### src/rtl/hub75_scan_driver.sv
// HUB75 scan driver: reads the frame store and drives a 64x64 panel as two 32-row halves,
// using 8-plane binary-code modulation. All panel-facing outputs are registered.
module hub75_scan_driver #(
    parameter int COLS       = 64,
    parameter int ROWS       = 32,
    parameter int BITS       = 8,
    parameter int BASE_TICKS = 16
) (
    input  logic        clkb,
    input  logic        reset,
    input  logic        enable,
    output logic [10:0] addrb,
    input  logic [23:0] douta,
    input  logic [23:0] doutb,
    output logic [2:0]  rgb_top,
    output logic [2:0]  rgb_bot,
    output logic        sclk,
    output logic        lat,
    output logic        oe_n,
    output logic [4:0]  row_addr,
    output logic        frame_done,
    output logic        busy
);
    localparam int CW = $clog2(COLS);
    localparam int RW = $clog2(ROWS);
    localparam int PW = $clog2(BITS);
    localparam int TW = $clog2(BASE_TICKS << (BITS - 1)) + 1;

    typedef enum logic [2:0] {
        IDLE     = 3'd0,
        PREFETCH = 3'd1,
        SHIFT    = 3'd2,
        BLANK    = 3'd3,
        LATCH    = 3'd4,
        DISPLAY  = 3'd5
    } state_t;

    state_t        state, next_state;
    logic [CW-1:0] col, col_inc;
    logic          phase;
    logic [RW-1:0] row;
    logic [PW-1:0] plane;
    logic [TW-1:0] tick, disp_len;
    logic          disp_end, last_plane, last_row;
    logic [10:0]   row_base;

    logic [10:0]   addrb_n;
    logic [2:0]    rgb_top_n, rgb_bot_n;
    logic          sclk_n, lat_n, oe_n_n, frame_done_n, busy_n;
    logic [4:0]    row_addr_n;

    // Picks bit p of each 8-bit channel of a packed {R,G,B} pixel.
    function automatic logic [2:0] plane_bits(input logic [23:0] px, input logic [PW-1:0] p);
        logic [23:0] s;
        s = px >> p;
        return {s[16], s[8], s[0]};
    endfunction

    assign col_inc    = col + CW'(1);
    assign disp_len   = TW'(BASE_TICKS) << plane;
    assign disp_end   = (tick == disp_len - TW'(1));
    assign last_plane = (plane == PW'(BITS - 1));
    assign last_row   = (row == RW'(ROWS - 1));
    assign row_base   = 11'(row) << CW;

    // State register.
    always_ff @(posedge clkb or posedge reset) begin
        if (reset) state <= IDLE;
        else       state <= next_state;
    end

    // Next-state logic; enable only matters in IDLE and at the end of a frame.
    always_comb begin
        next_state = state;
        case (state)
            IDLE:     next_state = enable ? PREFETCH : IDLE;
            PREFETCH: next_state = (tick == TW'(1)) ? SHIFT : PREFETCH;
            SHIFT:    next_state = (phase && col == CW'(COLS - 1)) ? BLANK : SHIFT;
            BLANK:    next_state = LATCH;
            LATCH:    next_state = DISPLAY;
            DISPLAY: begin
                if (!disp_end)                   next_state = DISPLAY;
                else if (last_plane && last_row) next_state = enable ? PREFETCH : IDLE;
                else                             next_state = PREFETCH;
            end
            default:  next_state = IDLE;
        endcase
    end

    // Scan position: tick restarts on every state change, column wraps after the last shift.
    always_ff @(posedge clkb or posedge reset) begin
        if (reset) begin
            tick  <= '0;
            col   <= '0;
            phase <= 1'b0;
            row   <= '0;
            plane <= '0;
        end else begin
            if (next_state != state) tick <= '0;
            else                     tick <= tick + TW'(1);
            if (state == SHIFT) begin
                phase <= ~phase;
                if (phase) col <= col_inc;
            end else begin
                phase <= 1'b0;
            end
            if (state == DISPLAY && disp_end) begin
                if (!last_plane) begin
                    plane <= plane + PW'(1);
                end else begin
                    plane <= '0;
                    row   <= last_row ? '0 : row + RW'(1);
                end
            end
        end
    end

    // Output decode; addrb is issued two cycles ahead of the rgb load for the same column.
    always_comb begin
        addrb_n      = addrb;
        rgb_top_n    = rgb_top;
        rgb_bot_n    = rgb_bot;
        sclk_n       = 1'b0;
        lat_n        = 1'b0;
        oe_n_n       = 1'b1;
        row_addr_n   = row_addr;
        frame_done_n = 1'b0;
        busy_n       = (next_state != IDLE);
        case (state)
            PREFETCH: begin
                if (tick == '0) addrb_n = row_base;
                else            addrb_n = addrb;
            end
            SHIFT: begin
                if (!phase) begin
                    rgb_top_n = plane_bits(douta, plane);
                    rgb_bot_n = plane_bits(doutb, plane);
                    addrb_n   = row_base | 11'(col_inc);
                end else begin
                    sclk_n = 1'b1;
                end
            end
            BLANK:    row_addr_n = 5'(row);
            LATCH:    lat_n = 1'b1;
            DISPLAY: begin
                oe_n_n = 1'b0;
                if (disp_end && last_plane && last_row) frame_done_n = 1'b1;
                else                                    frame_done_n = 1'b0;
            end
            default:  oe_n_n = 1'b1;
        endcase
    end

    // Output registers.
    always_ff @(posedge clkb or posedge reset) begin
        if (reset) begin
            addrb      <= 11'd0;
            rgb_top    <= 3'd0;
            rgb_bot    <= 3'd0;
            sclk       <= 1'b0;
            lat        <= 1'b0;
            oe_n       <= 1'b1;
            row_addr   <= 5'd0;
            frame_done <= 1'b0;
            busy       <= 1'b0;
        end else begin
            addrb      <= addrb_n;
            rgb_top    <= rgb_top_n;
            rgb_bot    <= rgb_bot_n;
            sclk       <= sclk_n;
            lat        <= lat_n;
            oe_n       <= oe_n_n;
            row_addr   <= row_addr_n;
            frame_done <= frame_done_n;
            busy       <= busy_n;
        end
    end
endmodule

### config.mk
export PLATFORM = sky130hd
export DESIGN_NAME = hub75_scan_driver
export DESIGN_NICKNAME = d
export VERILOG_FILES = /design/src/rtl/hub75_scan_driver.sv
export SDC_FILE = /design/constraint.sdc
export NUM_CORES = 1
export LEC_CHECK = 0
export CAP_MARGIN = 25
export CORE_ASPECT_RATIO = 0.75
export CORE_MARGIN = 2
export CORE_UTILIZATION = 50
export DETAILED_ROUTE_END_ITERATION = 8
export PLACE_DENSITY = 0.92
export SYNTH_ARGS = -nofsm -noshare
export SYNTH_HDL_FRONTEND = slang
export SYNTH_SLANG_ARGS = --single-unit
### constraint.sdc
create_clock -name clkb -period 4.1 [get_ports clkb]
set_input_delay 0.615 -clock clkb [delete_from_list [all_inputs] [get_ports clkb]]
set_output_delay 0.615 -clock clkb [all_outputs]
set_load 0.01 [all_outputs]
-- Word-level counts from Yosys, hierarchy flattened
Index checks and enable logic that the tools add are counted.
- bitwise gates (word level): 2
- reductions and logical operators: 13
- multiplexer cells: 19
- eq/ne operators: 13
- shifts and indexed selects: 3
- add/subtract/negate cells: 5
- operators with widths (kind ; number):
    $shr A24 B3 Y17 ; 2
    $mux W11 ; 2
    $pmux W11 S2 ; 1
    $pmux W3 S6 ; 1
    $add A12 B1 Y12 const B ; 1
    $eq A12 B1 Y1 const B ; 1
    $eq A12 B12 Y1 ; 1
    $logic_not A12 Y1 ; 1
    $mux W12 ; 1
    $shl A5 B3 Y12 const A ; 1
    $sub A12 B1 Y12 const B ; 1
    $or A11 B6 Y11 ; 1
    $mux W1 ; 10
    $eq A3 B3 Y1 const B ; 3
    $add A6 B1 Y6 const B ; 1
    $eq A3 B2 Y1 const B ; 2
    $eq A6 B6 Y1 const B ; 1
    $mux W3 ; 2
    $reduce_and A2 Y1 ; 3
    $add A5 B1 Y5 const B ; 1
    $eq A5 B5 Y1 const B ; 1
    $logic_and A1 B1 Y1 ; 5
    $mux W5 ; 1
    $ne A2 B2 Y1 const B ; 2
    9 further kinds ; 9
- input bits: 51
- register bits after elaboration: 57
- word-level logic and storage cells: 70
- output and inout bits: 27

-- Longest topological paths before layout
Gate-level depths: netlist of the first run.
- word-level depth: 7
- depth in mapped cells: 14
- gate-level depth less buffers: 11

-- Worst setup path before layout of the first run
No wires, ideal clock.
- kind: reg-to-reg
- from: register plane[0]
- to: register row[1]
- path slack: 0.607 ns
- cell stages (with the launch flop): 14
- period minus slack after synthesis: 3.493 ns
- path buffers: 2
- setup time: 0.125 ns
- data required time: 3.975 ns
- arrival: 3.368 ns
- path through: dfrtp_1 > clkbuf_1 > buf_1 > inv_1 > ha_1 > nand2b_1 > ha_1 > or4b_1 > a32oi_1 > xnor2_1 > nor2_2 > and4b_4 > nand2_4 > mux2_4
- word-level cells in the longest chain between the ends: 5
- elaborated cells between the ends (all ways): 6
- those cells by class: 1 x add/sub; 2 x eq/ne; 1 x shift; 2 x reduce/logical
- RTL lines (what ; RTL line ; RTL):
    from (decl) ; 42 ; logic [PW-1:0] plane;
    from (signal assigned) ; 109 ; plane <= plane + PW'(1);
    $shl A5 B3 Y12 ; 60 ; assign disp_len = TW'(BASE_TICKS) << plane;
    $sub A12 B1 Y12 ; 61 ; assign disp_end = (tick == disp_len - TW'(1));
    $eq A12 B12 Y1 ; 61 ;
    $logic_and A1 B1 Y1 ; 107 ; if (state == DISPLAY && disp_end) begin
    $reduce_and A2 Y1 (no source line) (*) ; n/a ;
    to (signal assigned) ; 112 ; row <= last_row ? '0 : row + RW'(1);
    to (decl) ; 41 ; logic [RW-1:0] row;
Mark *: on every way between the ends. The rest lies on a longest branch, timed or not.
A chain may end at the register's enable or synchronous reset.

-- Worst setup path after layout of the first run
- from: register plane[1]
- to: register tick[10]
- word-level cells in the longest chain between the ends: 7
- elaborated cells between the ends (all ways): 10
- those cells by class: 1 x add/sub; 3 x eq/ne; 1 x shift; 4 x mux; 1 x reduce/logical
- RTL lines (what ; RTL line ; RTL):
    $shl A5 B3 Y12 / $eq A3 B3 Y1 (equally long branches) ; 60, 62 ;
    $sub A12 B1 Y12 / $logic_and A1 B1 Y1 (equally long branches) ; 61, 83 ;
    $eq A12 B12 Y1 / $mux W1 (equally long branches) ; 61, 83 ;
    $mux W3 (*) ; 82 ; if (!disp_end) next_state = DISPLAY;
    $pmux W3 S6 (*) ; 75 ; case (state)
    $ne A3 B3 Y1 (*) ; 99 ; if (next_state != state) tick <= '0;
    $mux W12 (*) ; 99 ;
    to (signal assigned) ; 100 ; else tick <= tick + TW'(1);
    to (decl) ; 43 ; logic [TW-1:0] tick, disp_len;
Marks and branches as above.

==> results of run 1 <==
## cell usage in the layout, fill, tap and decap left out, types with 4 or more instances in the layout
cell              n
clkbuf_8          9
inv_1             9
mux2_2           11
and3_1           10
mux4_2           12
nand2_1          26
a22o_1            4
o21ai_0           8
clkbuf_1          4
nor3_1            5
o31ai_1           5
buf_4             5
nand3_1          11
xor2_1           11
clkdlybuf4s50_1  77
xnor2_1          20
ha_1             13
a31oi_1           7
dfrtp_1          56
nor2_1           27
## report_power, final
part           leakage [nW]  switching (mW)  internal (mW)
clock network        0.0733           0.195          0.212
logic                 0.989          0.0247         0.0571
registers             0.712         0.00177          0.566
## stage by stage
| stage | total power, mW | instances | cell area, um2 | utilization, % |
|---|---|---|---|---|
| after global routing | 1.10 | 448 | 4140 | 69.6 |
| after detailed placement | 0.661 | 434 | 3990 | 67.2 |
| after CTS | 1.07 | 448 | 4140 | 69.6 |
| final | 1.06 | 448 | 4140 | 69.6 |
| after floorplan | 0.600 | 284 | 3130 | - |
| after global placement | 0.660 | 434 | 3990 | 67.2 |
## state kept, by name (all words and copies together) (netlist names)
signal	count
addrb	11
busy	1
col	6
frame_done	1
lat	1
oe_n	1
phase	1
plane	3
rgb_bot	3
rgb_top	3
row	5
row_addr	5
sclk	1
state	3
tick	12
## synthesized netlist by cell type, types with 2 or more instances
library cell,n,area share [%]
dfrtp_1,56,45
nor2_1,27,3.2
nand2_1,26,3.1
xnor2_1,20,5.6
ha_1,13,5.2
mux4_2,12,8.6
mux2_2,11,4.0
nand3_1,11,1.8
xor2_1,11,3.1
and3_1,10,2.0
inv_1,10,1.2
o21ai_0,8,1.3
a31oi_1,7,1.4
clkbuf_1,6,0.72
nor3_1,5,0.80
o31ai_1,5,1.2
a22o_1,4,1.1
a21oi_1,2,0.32
buf_1,2,0.24
mux2_4,2,0.96
nand2b_1,2,0.40
nand3b_1,2,0.48
nor2b_1,2,0.40
nor3b_1,2,0.48
nor4_1,2,0.40
nor4b_1,2,0.56
o211ai_1,2,0.48
o41ai_1,2,0.56
## routing by layer
layer  GRT usage, %  vias to the layer above  share of wire, %
met5              0                        -                 0
met4           10.6                        0               2.9
met3           9.03                       17               8.9
met2           37.8                      127                50
met1           25.6                     1196                38
li1               -                     1181                 -
## cell type report
| class | count | share of cell area, % |
|---|---|---|
| repair buffers | 82 | 19.5 |
| well taps | 78 | 2.36 |
| clock inverters | 1 | 0.121 |
| clock buffers | 13 | 3.36 |
| inverters | 11 | 0.998 |
| multi-input cells | 206 | 39.1 |
| flip-flops and latches | 57 | 34.5 |
## tightest hold or removal path: stages, from the launching register on
cell,delay [ns]
dfrtp_1,0.34
nand2_1,0.05
o31ai_1,0.05
## cells by family after synthesis
logic type | synth area share (%)
mux | 13.9
simple gates | 16.4
buf+inv | 2.79
compound gates | 7.51
flops | 45.5
fa+ha+maj | 5.19
xor+xnor | 8.66
## worst max path at each step
stage,slack [ns],from,end,cells after the start
2_1_floorplan,0.61,plane[0]$_DFFE_PP0P_,row[1]$_DFFE_PP0P_,13
3_3_place_gp,0.78,plane[1]$_DFFE_PP0P_,tick[10]$_DFF_PP0_,11
3_5_place_dp,0.54,plane[1]$_DFFE_PP0P_,tick[8]$_DFF_PP0_,11
4_1_cts,0.54,plane[1]$_DFFE_PP0P_,tick[10]$_DFF_PP0_,11
5_1_grt,0.20,plane[1]$_DFFE_PP0P_,tick[8]$_DFF_PP0_,11
6_report,0.51,plane[1]$_DFFE_PP0P_,tick[10]$_DFF_PP0_,11
==> flow_summary_export.csv, run 1 <==
group,metric,value,unit
global_route,grt_use_total,22.6,%
sta,fin_crit,3.59,ns
layout,num-fill-cells,431,
floorplan,io_pins,78,
worst_setup_path,max_stage_delay,0.71,ns
clock_tree,cts_resized,0,
yosys,ys_types,48,
worst_hold_path,min-delay-start,"addrb[2]$_DFFE_PP0P_",
yosys,synth.avg_cell_area,11.0,um2
clock_tree,cts_buffers,9,
sta,max_freq,0.279,GHz
worst_setup_path,rr_endpoint,"tick[10]$_DFF_PP0_",
layout,drive_gt1_share,12.4,%
drt,num_vias,2521,
power,p_leak,1.77,nW
global_route,grt-ovfl-total,0,
worst_hold_path,hold_path_class,"reg -> reg",
yosys,async_flop_share,100,%
power,p_per_area,255,mW/mm2
sta,fin_worst_skew,0.00579,ns
worst_setup_path,worstPathCellList,"inv_1, ha_1, nand2b_1, ha_1, or4b_1, a32oi_1, xnor2_1, nor2_2, nand3_1, o21ai_1, nor2_1",
floorplan,die_area,0.00692,mm2
clock_tree,clk_path_buf_depth,2,
sta,final_max_slew_viol_count,0,
worst_setup_path,r2r_slack,0.51,ns
worst_setup_path,crit_arrival,3.76,ns
yosys,ys_seq_elements,57,
clock_tree,path_clk_slew,0.06,ns
layout,multi_input_area,0.00162,mm2
drt,drt.antenna.violating_nets,0,
global_route,grt_pass1_wl,11600,um
yosys,syn_inst,284,
global_route,antenna_found_initial,0,
drt,wl,6970,um
clock_tree,clkLatencyLatePin,0.33,ns
worst_setup_path,rr_worst_depth,11,
status,outcome,"completed",
drt,drtPass1Iterations,5,
worst_setup_path,path_class,"reg -> reg",
yosys,ys_seq_area_share,45.5,%
floorplan,die_h,72.6,um
sta,setup_tns,0,ns
layout,syn_to_final_growth,32.0,%
clock_tree,cts_tree,"yes",
worst_setup_path,path_buf_inv,1,
sta,post-route-period-util,87.5,%
floorplan,initial_core_util,52.7,%
worst_setup_path,cpMaxStageDelayCell,"o21ai_1",
yosys,netlist_area,0.00313,mm2
sta,fin_hold_ws,0.477,ns
layout,seqCellArea,0.00143,mm2
yosys,synth_ff_type,"dfrtp_1",
yosys,ys_warn_count,0,
worst_setup_path,r2r-start,"plane[1]$_DFFE_PP0P_",
clock_tree,cts_hold_buf,0,
worst_setup_path,end_kind,"flip-flop",
worst_setup_path,path_delay_family,"simple AND/OR/NAND/NOR gates",
clock_tree,numClockSinks,57,
drt,drtIter0Drc,78,
worst_setup_path,cp_common_cell,"ha_1",
worst_setup_path,critPathLaunchType,"flip-flop",
sta,finalWorstSetupSlack,0.515,ns
layout,final_nets,431,
placement,post-place-ws,0.535,ns
sta,hold_viol,0,
clock_tree,postCtsSetupBuffers,0,
worst_hold_path,min_to,"addrb[2]$_DFFE_PP0P_",
placement,dp_hpwl,5410,um
sta,rsz0062_at_grt,"false",
global_route,grt_pass1_vias,2578,
clock_tree,clockRootBuffer,"clkbuf_8",
sta,worst_slew_pin_slew,0.857,ns
worst_setup_path,crit_fanout,15,
layout,antenna_cells,0,
global_route,grt_max_degree,40,
placement,gp_congestion,0.915,
sta,setup_violations,0,
floorplan,die_x,95.4,um
drt,drc,0,
worst_hold_path,hold_depth,2,
floorplan,rows,24,
sta,worst_slew_margin_rel,42.5,%
drt,post_drt_wl_per_cell,15.6,um
floorplan,fp.coreArea,0.00595,mm2
placement,portBuffers,77,
yosys,synth_edf_count,0,
power,ir_drop,160,uV
yosys,synthesis.nets,348,
clock_tree,htreeDepth,3,
worst_setup_path,cp.required,4.28,ns
drt,via_per_inst,5.63,
job,max_cap_viol_count,0,
(Power assumes the default switching activity.)
==> run 2, diff against run 1 <==
CORE_MARGIN = 1.5   (was 2)
==> run 2 against run 1 <==
Compared with the run above:
- first-iteration DRC count is 110% higher
- clock skew is 0.0023 ns higher
- count of clock-buffer cells in the layout is 2 higher
- non-clock buffer count stayed put
- power is 17% higher
- maximum frequency is 3.3% higher
- critical path type unchanged
==> flow_summary_export.csv, run 2 (synthesis gave the netlist of run 1 again) <==
group,metric,value,unit
worst_setup_path,cp.required,4.29,ns
layout,top_regs,"tick: 12 flops, addrb: 11 flops, col: 6 flops",
sta,worst_slew_margin_rel,48.7,%
layout,regMostFlops,"tick",
drt,via_per_inst,5.63,
sta,fin_crit,3.47,ns
clock_tree,cts_resized,0,
global_route,antenna_found_initial,0,
worst_setup_path,crit_arrival,3.66,ns
worst_setup_path,path_delay_family,"simple AND/OR/NAND/NOR gates",
drt,drt.antenna.violating_nets,0,
floorplan,fp.coreArea,0.00595,mm2
drt,wl,7190,um
placement,placed_cells,434,
placement,gp_congestion,0.880,
floorplan,rows,24,
sta,max_freq,0.288,GHz
sta,setup_tns,0,ns
clock_tree,cts_hold_buf,0,
floorplan,io_pins,78,
layout,largest_register_ffs,12,
layout,antenna_cells,0,
layout,seqCellArea,0.00143,mm2
drt,drtPass1Iterations,5,
drt,num_vias,2533,
clock_tree,htreeDepth,3,
layout,num-fill-cells,442,
clock_tree,postCtsSetupBuffers,0,
worst_setup_path,max_stage_delay,0.66,ns
clock_tree,clk_path_buf_depth,2,
global_route,grt_pass1_vias,2604,
floorplan,die_area,0.00676,mm2
sta,fin_hold_ws,0.482,ns
clock_tree,clockRootBuffer,"clkbuf_8",
worst_setup_path,path_class,"reg -> reg",
clock_tree,cts_tree,"yes",
sta,worst_slew_pin_slew,0.764,ns
sta,setup_violations,0,
layout,drive_gt1_share,13.7,%
worst_setup_path,end_kind,"flip-flop",
sta,post-route-period-util,84.7,%
floorplan,die_x,94.4,um
sta,fin_worst_skew,0.00809,ns
global_route,grt_use_total,23.7,%
drt,post_drt_wl_per_cell,16.0,um
clock_tree,cts_buffers,9,
worst_setup_path,critPathLaunchType,"flip-flop",
clock_tree,clkLatencyLatePin,0.34,ns
layout,final_common_cell,"clkdlybuf4s50_1",
sta,hold_viol,0,
job,max_cap_viol_count,0,
floorplan,initial_core_util,52.7,%
drt,drtIter0Drc,164,
status,outcome,"completed",
layout,layout_common_cells,"77 x clkdlybuf4s50_1, 56 x dfrtp_1, 27 x nor2_1, 26 x nand2_1, 20 x xnor2_1",
global_route,grt_max_degree,35,
global_route,grt_pass1_wl,11900,um
power,p_leak,1.82,nW
power,ir_drop,160,uV
clock_tree,numClockSinks,57,
drt,drc,0,
worst_setup_path,crit_fanout,15,
sta,final_max_slew_viol_count,0,
sta,rsz0062_at_grt,"false",
worst_setup_path,worstPathCellList,"inv_1, ha_1, nand2b_1, ha_1, or4b_1, a32oi_1, xnor2_1, nor2_2, nand3_1, o21ai_1, nor2_1",
layout,layout.cells.non_filler,450,
worst_hold_path,hold_path_class,"reg -> reg",
floorplan,die_h,71.6,um
placement,dp_hpwl,5510,um
power,p_per_area,292,mW/mm2
layout,syn_to_final_growth,34.7,%
placement,portBuffers,77,
layout,final_nets,431,
worst_setup_path,cp_common_cell,"ha_1",
global_route,grt-ovfl-total,0,
clock_tree,path_clk_slew,0.06,ns
layout,multi_input_area,0.00162,mm2
worst_setup_path,path_buf_inv,1,
worst_setup_path,cpMaxStageDelayCell,"dfrtp_1",
-- run 2: routing by layer --
metal,global-route usage (%),wire length (um)
met1,28.0,2900
met2,38.8,3580
met3,8.39,486
met4,11.1,214
met5,0,0
-- run 2: final cells by class --
type	count	area share, %
repair buffers	82	19.2
clock buffers	15	4.65
flip-flops and latches	57	33.8
well taps	78	2.31
inverters	11	0.978
clock inverters	1	0.712
multi-input cells	206	38.4
-- run 2: stage by stage --
stage | power (mW) | cell area [um2] | setup WS (ns) | util (%)
after floorplan | 0.600 | 3130 | 0.607 | -
after global placement | 0.660 | 3990 | 0.787 | 67.2
after detailed placement | 0.662 | 3990 | 0.621 | 67.2
after CTS | 1.24 | 4220 | 0.578 | 71.0
after global routing | 1.27 | 4220 | 0.276 | 71.0
final | 1.23 | 4220 | 0.628 | 71.0
-- run 2: power by group --
| group | total, mW | internal [mW] | switching (mW) |
|---|---|---|---|
| clock | 0.581 | 0.364 | 0.217 |
| sequential | 0.568 | 0.566 | 0.00186 |
| combinational | 0.0833 | 0.0572 | 0.0262 |
-- run 2: final timing paths --
path / cells after the start / slack [ns] / to / startpoint
min: 1 / 0.48 / addrb[0]$_DFFE_PP0P_ / phase$_DFF_PP0_
max in group asynchronous: 3 / 2.60 / rgb_bot[1]$_DFFE_PP0P_ / reset
max: 11 / 0.63 / tick[11]$_DFF_PP0_ / plane[1]$_DFFE_PP0P_
min in group asynchronous: 2 / 0.70 / tick[0]$_DFF_PP0_ / reset
min reg2reg: 1 / 0.48 / addrb[0]$_DFFE_PP0P_ / phase$_DFF_PP0_
max reg2reg: 11 / 0.63 / tick[11]$_DFF_PP0_ / plane[1]$_DFFE_PP0P_
-- run 2: worst register-to-register path: cells and delay by family, from the launching register on --
kind	cells	cell delay, ns
xor+xnor	1	0.10
simple gates	5	1.00
flops	1	0.66
compound gates	2	0.87
buf+inv	1	0.16
fa+ha+maj	2	0.54
==> run 3, diff against run 2 <==
clock period = 3.2 ns   (was 4.1 ns; I/O delays follow)
==> run 3 against run 2 <==
Compared with the run above:
- hold slack lost 0.0017 ns
- cell count grew 0.44%
- maximum frequency grew 21%
- non-clock buffer count grew 2
- wire length shrank 3.7%
- power grew 24%
- via count shrank 1.4%
- count of clock-buffer cells in the layout shrank 3
- worst setup slack lost 0.29 ns
- sequential share of layout area is essentially flat
- die area is the same
- sequential power grew 28%
- largest power group is now sequential cells
==> flow_summary_export.csv, run 3 (synthesis gave the netlist of run 1 again) <==
group,metric,value,unit
clock_tree,cts_buffers,9,
layout,top_regs,"tick: 12 flops, addrb: 11 flops, col: 6 flops",
drt,num_vias,2498,
global_route,antenna_found_initial,0,
global_route,grt_use_total,22.4,%
layout,largest_register_ffs,12,
layout,layout_common_cells,"77 x clkdlybuf4s50_1, 56 x dfrtp_1, 27 x nor2_1, 26 x nand2_1, 20 x xnor2_1",
worst_hold_path,min-delay-start,"addrb[0]$_DFFE_PP0P_",
sta,worst_slew_margin_rel,53.9,%
global_route,grt_max_degree,58,
layout,final_common_cell,"clkdlybuf4s50_1",
floorplan,die_h,71.6,um
drt,wl,6920,um
floorplan,rows,24,
clock_tree,postCtsSetupBuffers,0,
drt,drtPass1Iterations,4,
drt,post_drt_wl_per_cell,15.3,um
clock_tree,numClockSinks,57,
placement,portBuffers,77,
status,outcome,"completed",
worst_setup_path,crit_arrival,3.09,ns
clock_tree,cts_hold_buf,0,
layout,final_nets,433,
layout,syn_to_final_growth,34.8,%
sta,rsz0062_at_grt,"false",
worst_setup_path,setup.worst_path.start,"plane[1]$_DFFE_PP0P_",
floorplan,io_pins,78,
power,p_leak,1.82,nW
sta,final_max_slew_viol_count,0,
sta,post-route-period-util,89.3,%
worst_setup_path,cp.required,3.43,ns
global_route,grt_pass1_wl,11200,um
clock_tree,clockRootBuffer,"clkbuf_8",
sta,worst_slew_pin_slew,0.691,ns
global_route,grt-ovfl-total,0,
placement,gp_congestion,0.812,
sta,fin_crit,2.86,ns
clock_tree,cts_resized,0,
floorplan,initial_core_util,52.7,%
placement,post-place-ws,0.342,ns
power,ir_drop,205,uV
floorplan,die_x,94.4,um
layout,antenna_cells,0,
drt,drc,0,
worst_setup_path,r2r-start,"plane[1]$_DFFE_PP0P_",
placement,dp_hpwl,5290,um
clock_tree,clkLatencyLatePin,0.34,ns
clock_tree,clk_path_buf_depth,2,
drt,drt.antenna.violating_nets,0,
sta,hold_viol,0,
clock_tree,path_clk_slew,0.07,ns
sta,finalWorstSetupSlack,0.341,ns
worst_hold_path,hold_path_class,"reg -> reg",
sta,fin_hold_ws,0.481,ns
sta,max_freq,0.350,GHz
job,max_cap_viol_count,0,
sta,setup_tns,0,ns
worst_setup_path,end_kind,"flip-flop",
layout,regMostFlops,"tick",
worst_setup_path,crit_fanout,8,
global_route,grt_pass1_vias,2417,
worst_setup_path,critPathLaunchType,"flip-flop",
clock_tree,cts_tree,"yes",
floorplan,die_area,0.00676,mm2
drt,drtIter0Drc,108,
layout,utilization,71.0,%
drt,via_per_inst,5.53,
power,p_per_area,363,mW/mm2
layout,drive_gt1_share,14.4,%
worst_setup_path,path_class,"reg -> reg",
clock_tree,htreeDepth,3,
floorplan,fp.coreArea,0.00595,mm2
sta,setup_violations,0,
sta,fin_worst_skew,0.00807,ns
run 3: worst paths after layout:
path / to / slack (ns) / cells past startpoint
setup reg to reg: row[4]$_DFFE_PP0P_ / 0.34 / 11
hold reg to reg: addrb[0]$_DFFE_PP0P_ / 0.48 / 2
setup / recovery: row[4]$_DFFE_PP0P_ / 0.34 / 11
hold / removal: addrb[0]$_DFFE_PP0P_ / 0.48 / 2
max in group asynchronous: addrb[7]$_DFFE_PP0P_ / 2.09 / 3
min in group asynchronous: addrb[2]$_DFFE_PP0P_ / 0.66 / 3
run 3: report_power, final:
part / leakage, nW / internal, mW / switching, mW
registers: 0.712 / 0.725 / 0.00262
logic: 1.00 / 0.0730 / 0.0309
clock network: 0.105 / 0.421 / 0.281
total: 1.82 / 1.22 / 0.315
run 3: layout make-up:
type | count | area (um2)
inverters | 11 | 41.3
repair buffers | 84 | 823
clock inverters | 4 | 50.0
well taps | 78 | 97.6
clock buffers | 12 | 165
multi-input cells | 206 | 1620
flip-flops and latches | 57 | 1430
fillers | 420 | 1720
run 3: worst max-delay path: stages, from the launching register on:
cell and delay [ns]:
dfrtp_1 0.40, inv_1 0.09, ha_1 0.27, nand2b_1 0.15, ha_1 0.23, or4b_1 0.45
a32oi_1 0.23, xnor2_1 0.10, nor2_2 0.15, and4b_4 0.28, nand2_4 0.08, mux2_4 0.31
run 3: routing by layer:
| layer | up-vias | wire length (um) | part of all wire (%) | global-route usage [%] |
|---|---|---|---|---|
| met1 | 1210 | 2890 | 42 | 25.8 |
| met5 | - | 0 | 0 | 0 |
| met4 | 0 | 104 | 1.5 | 6.97 |
| met3 | 9 | 461 | 6.7 | 9.98 |
| met2 | 89 | 3470 | 50 | 37.6 |
| li1 | 1190 | - | - | - |
run 3: through the flow:
stage	total power, mW	cells	area [um2]
detailed placement	0.847	436	4010
floorplan	0.769	284	3140
finish	1.53	452	4220
global placement	0.844	436	4010
global route	1.59	452	4220
CTS	1.55	452	4220
==> patch: new RTL, flow settings as in run 2 <==
Set the parameter `BASE_TICKS` to 8 (it was 16).
--- a/src/rtl/hub75_scan_driver.sv
+++ b/src/rtl/hub75_scan_driver.sv
@@ -4,7 +4,7 @@
     parameter int COLS       = 64,
     parameter int ROWS       = 32,
     parameter int BITS       = 8,
-    parameter int BASE_TICKS = 16
+    parameter int BASE_TICKS = 8
 ) (
     input  logic        clkb,
     input  logic        reset,
Check against the original RTL: same outputs for any inputs over 10 cycles, from zero or initial values and one cycle with reset high; that may be too few to reach the edited logic, so the function may still have changed.
==> patch against run 2 <==
Worst setup slack got worse by 22 ps; routed wire length down 3.0%; synthesized area rose by 2.2%; sequential cell count shrank 1; total power decreased by 24%; clock power down 48%; worst hold slack gained 14 ps; cell area decreased by 1.5%; critical path type unchanged; highest routed layer unchanged.
==> patch: results <==
[status]
status = finished clean

[setup_path]
critical_path.max_fanout = 16
critical_path.startpoint = plane[0]
worst-r2r-setup-slack_ps = 610
r2r.worst_path.cells = 10
critPathMaxStageDelay_ps = 520
worstReg2RegEnd = row[4]

[cells_and_area]
comb.multi_input.count = 216
fill_cells = 488
layout.clock_buffers = 6
final.signal_inverter_count = 13
nets = 440
buffers = 84
growth_of_design_area_from_synthesis_to_finish_pct = 29.72
final-clk-cell-share_pct = 2.137
seq_share_pct = 33.74
registers_with_the_most_flip_flops = addrb (11), tick (11), col (6)
drive_gt1_share_pct = 12.20

[detailed_routing]
post_dr_vias_cell = 5.712
routed-wl-met2_mm = 3.391
detailroute.wirelength.met3_um = 504
route.layer.met1.wl_mm = 2.923
drt-total-wl_mm = 6.969
detail_route.wl_per_cell_um = 15.22

[floorplanning]
tapcell.inserted = 81

[synth]
post_synth_num_cell_types = 52
synth-seq-cells = 56
ys_top_cells_by_count = sky130_fd_sc_hd__dfrtp_1, sky130_fd_sc_hd__nand2_1, sky130_fd_sc_hd__nor2_1
synth_top_cells_by_area = sky130_fd_sc_hd__dfrtp_1, sky130_fd_sc_hd__mux4_2, sky130_fd_sc_hd__ha_1, sky130_fd_sc_hd__xor2_1, sky130_fd_sc_hd__nand2_1
postSynthAreaPerCell_um2 = 10.68

[power_and_ir_drop]
lkg_pwr_nw = 1.788
totalPowerFinal_mw = 0.9393
peakVddDrop_v = 0.0001432
power.sequential.total_mw = 0.557

[grt]
grt.met2_usage_pct = 36.25
global_route.usage.met1_pct = 29.60
first_global_vias = 2539
gr-usage-all-layers_pct = 22.39

[hold_path]
holdPathStages = 2
timing.hold.worst.start = addrb[0]

[sta]
final.hold.worst_slack_ps = 496.8
slew_headroom_pct = 54.01
final_skew_ps = 6.341
fmax_mhz = 286.2

[clock_tree]
cts_buffers = 5
clock_latency_ps = 310
cts.clk_slew.worst_paths_ps = 100

[place]
postPlaceCellArea_mm2 = 0.004060
number_of_placed_instances_with_taps_included = 449
dpl_worst_slack_ps = 644.9
## patch: cell count changes in the layout (fill, tap and decap cells not counted), moves of 3 or more
cell,change
sky130_fd_sc_hd__nand2_1,+5
sky130_fd_sc_hd__clkbuf_8,-9
sky130_fd_sc_hd__xnor2_1,-7
sky130_fd_sc_hd__or3_1,+4
sky130_fd_sc_hd__o31ai_1,-4
sky130_fd_sc_hd__a22o_1,-3
sky130_fd_sc_hd__and3_1,-5
sky130_fd_sc_hd__xor2_1,+3
## patch: logic make-up (layout without fill, tap and decap cells)
family	count (synthesis)	in the layout	share of synthesized area [%]
adders and majority gates	13	13	5.076
muxes	29	29	14.64
AOI/OAI and AO/OA	37	37	8.005
xor gates and xnor gates	27	27	7.380
buffers and inverters	28	105	3.631
and+or+nand+nor	110	110	17.49
DFF	56	56	43.77
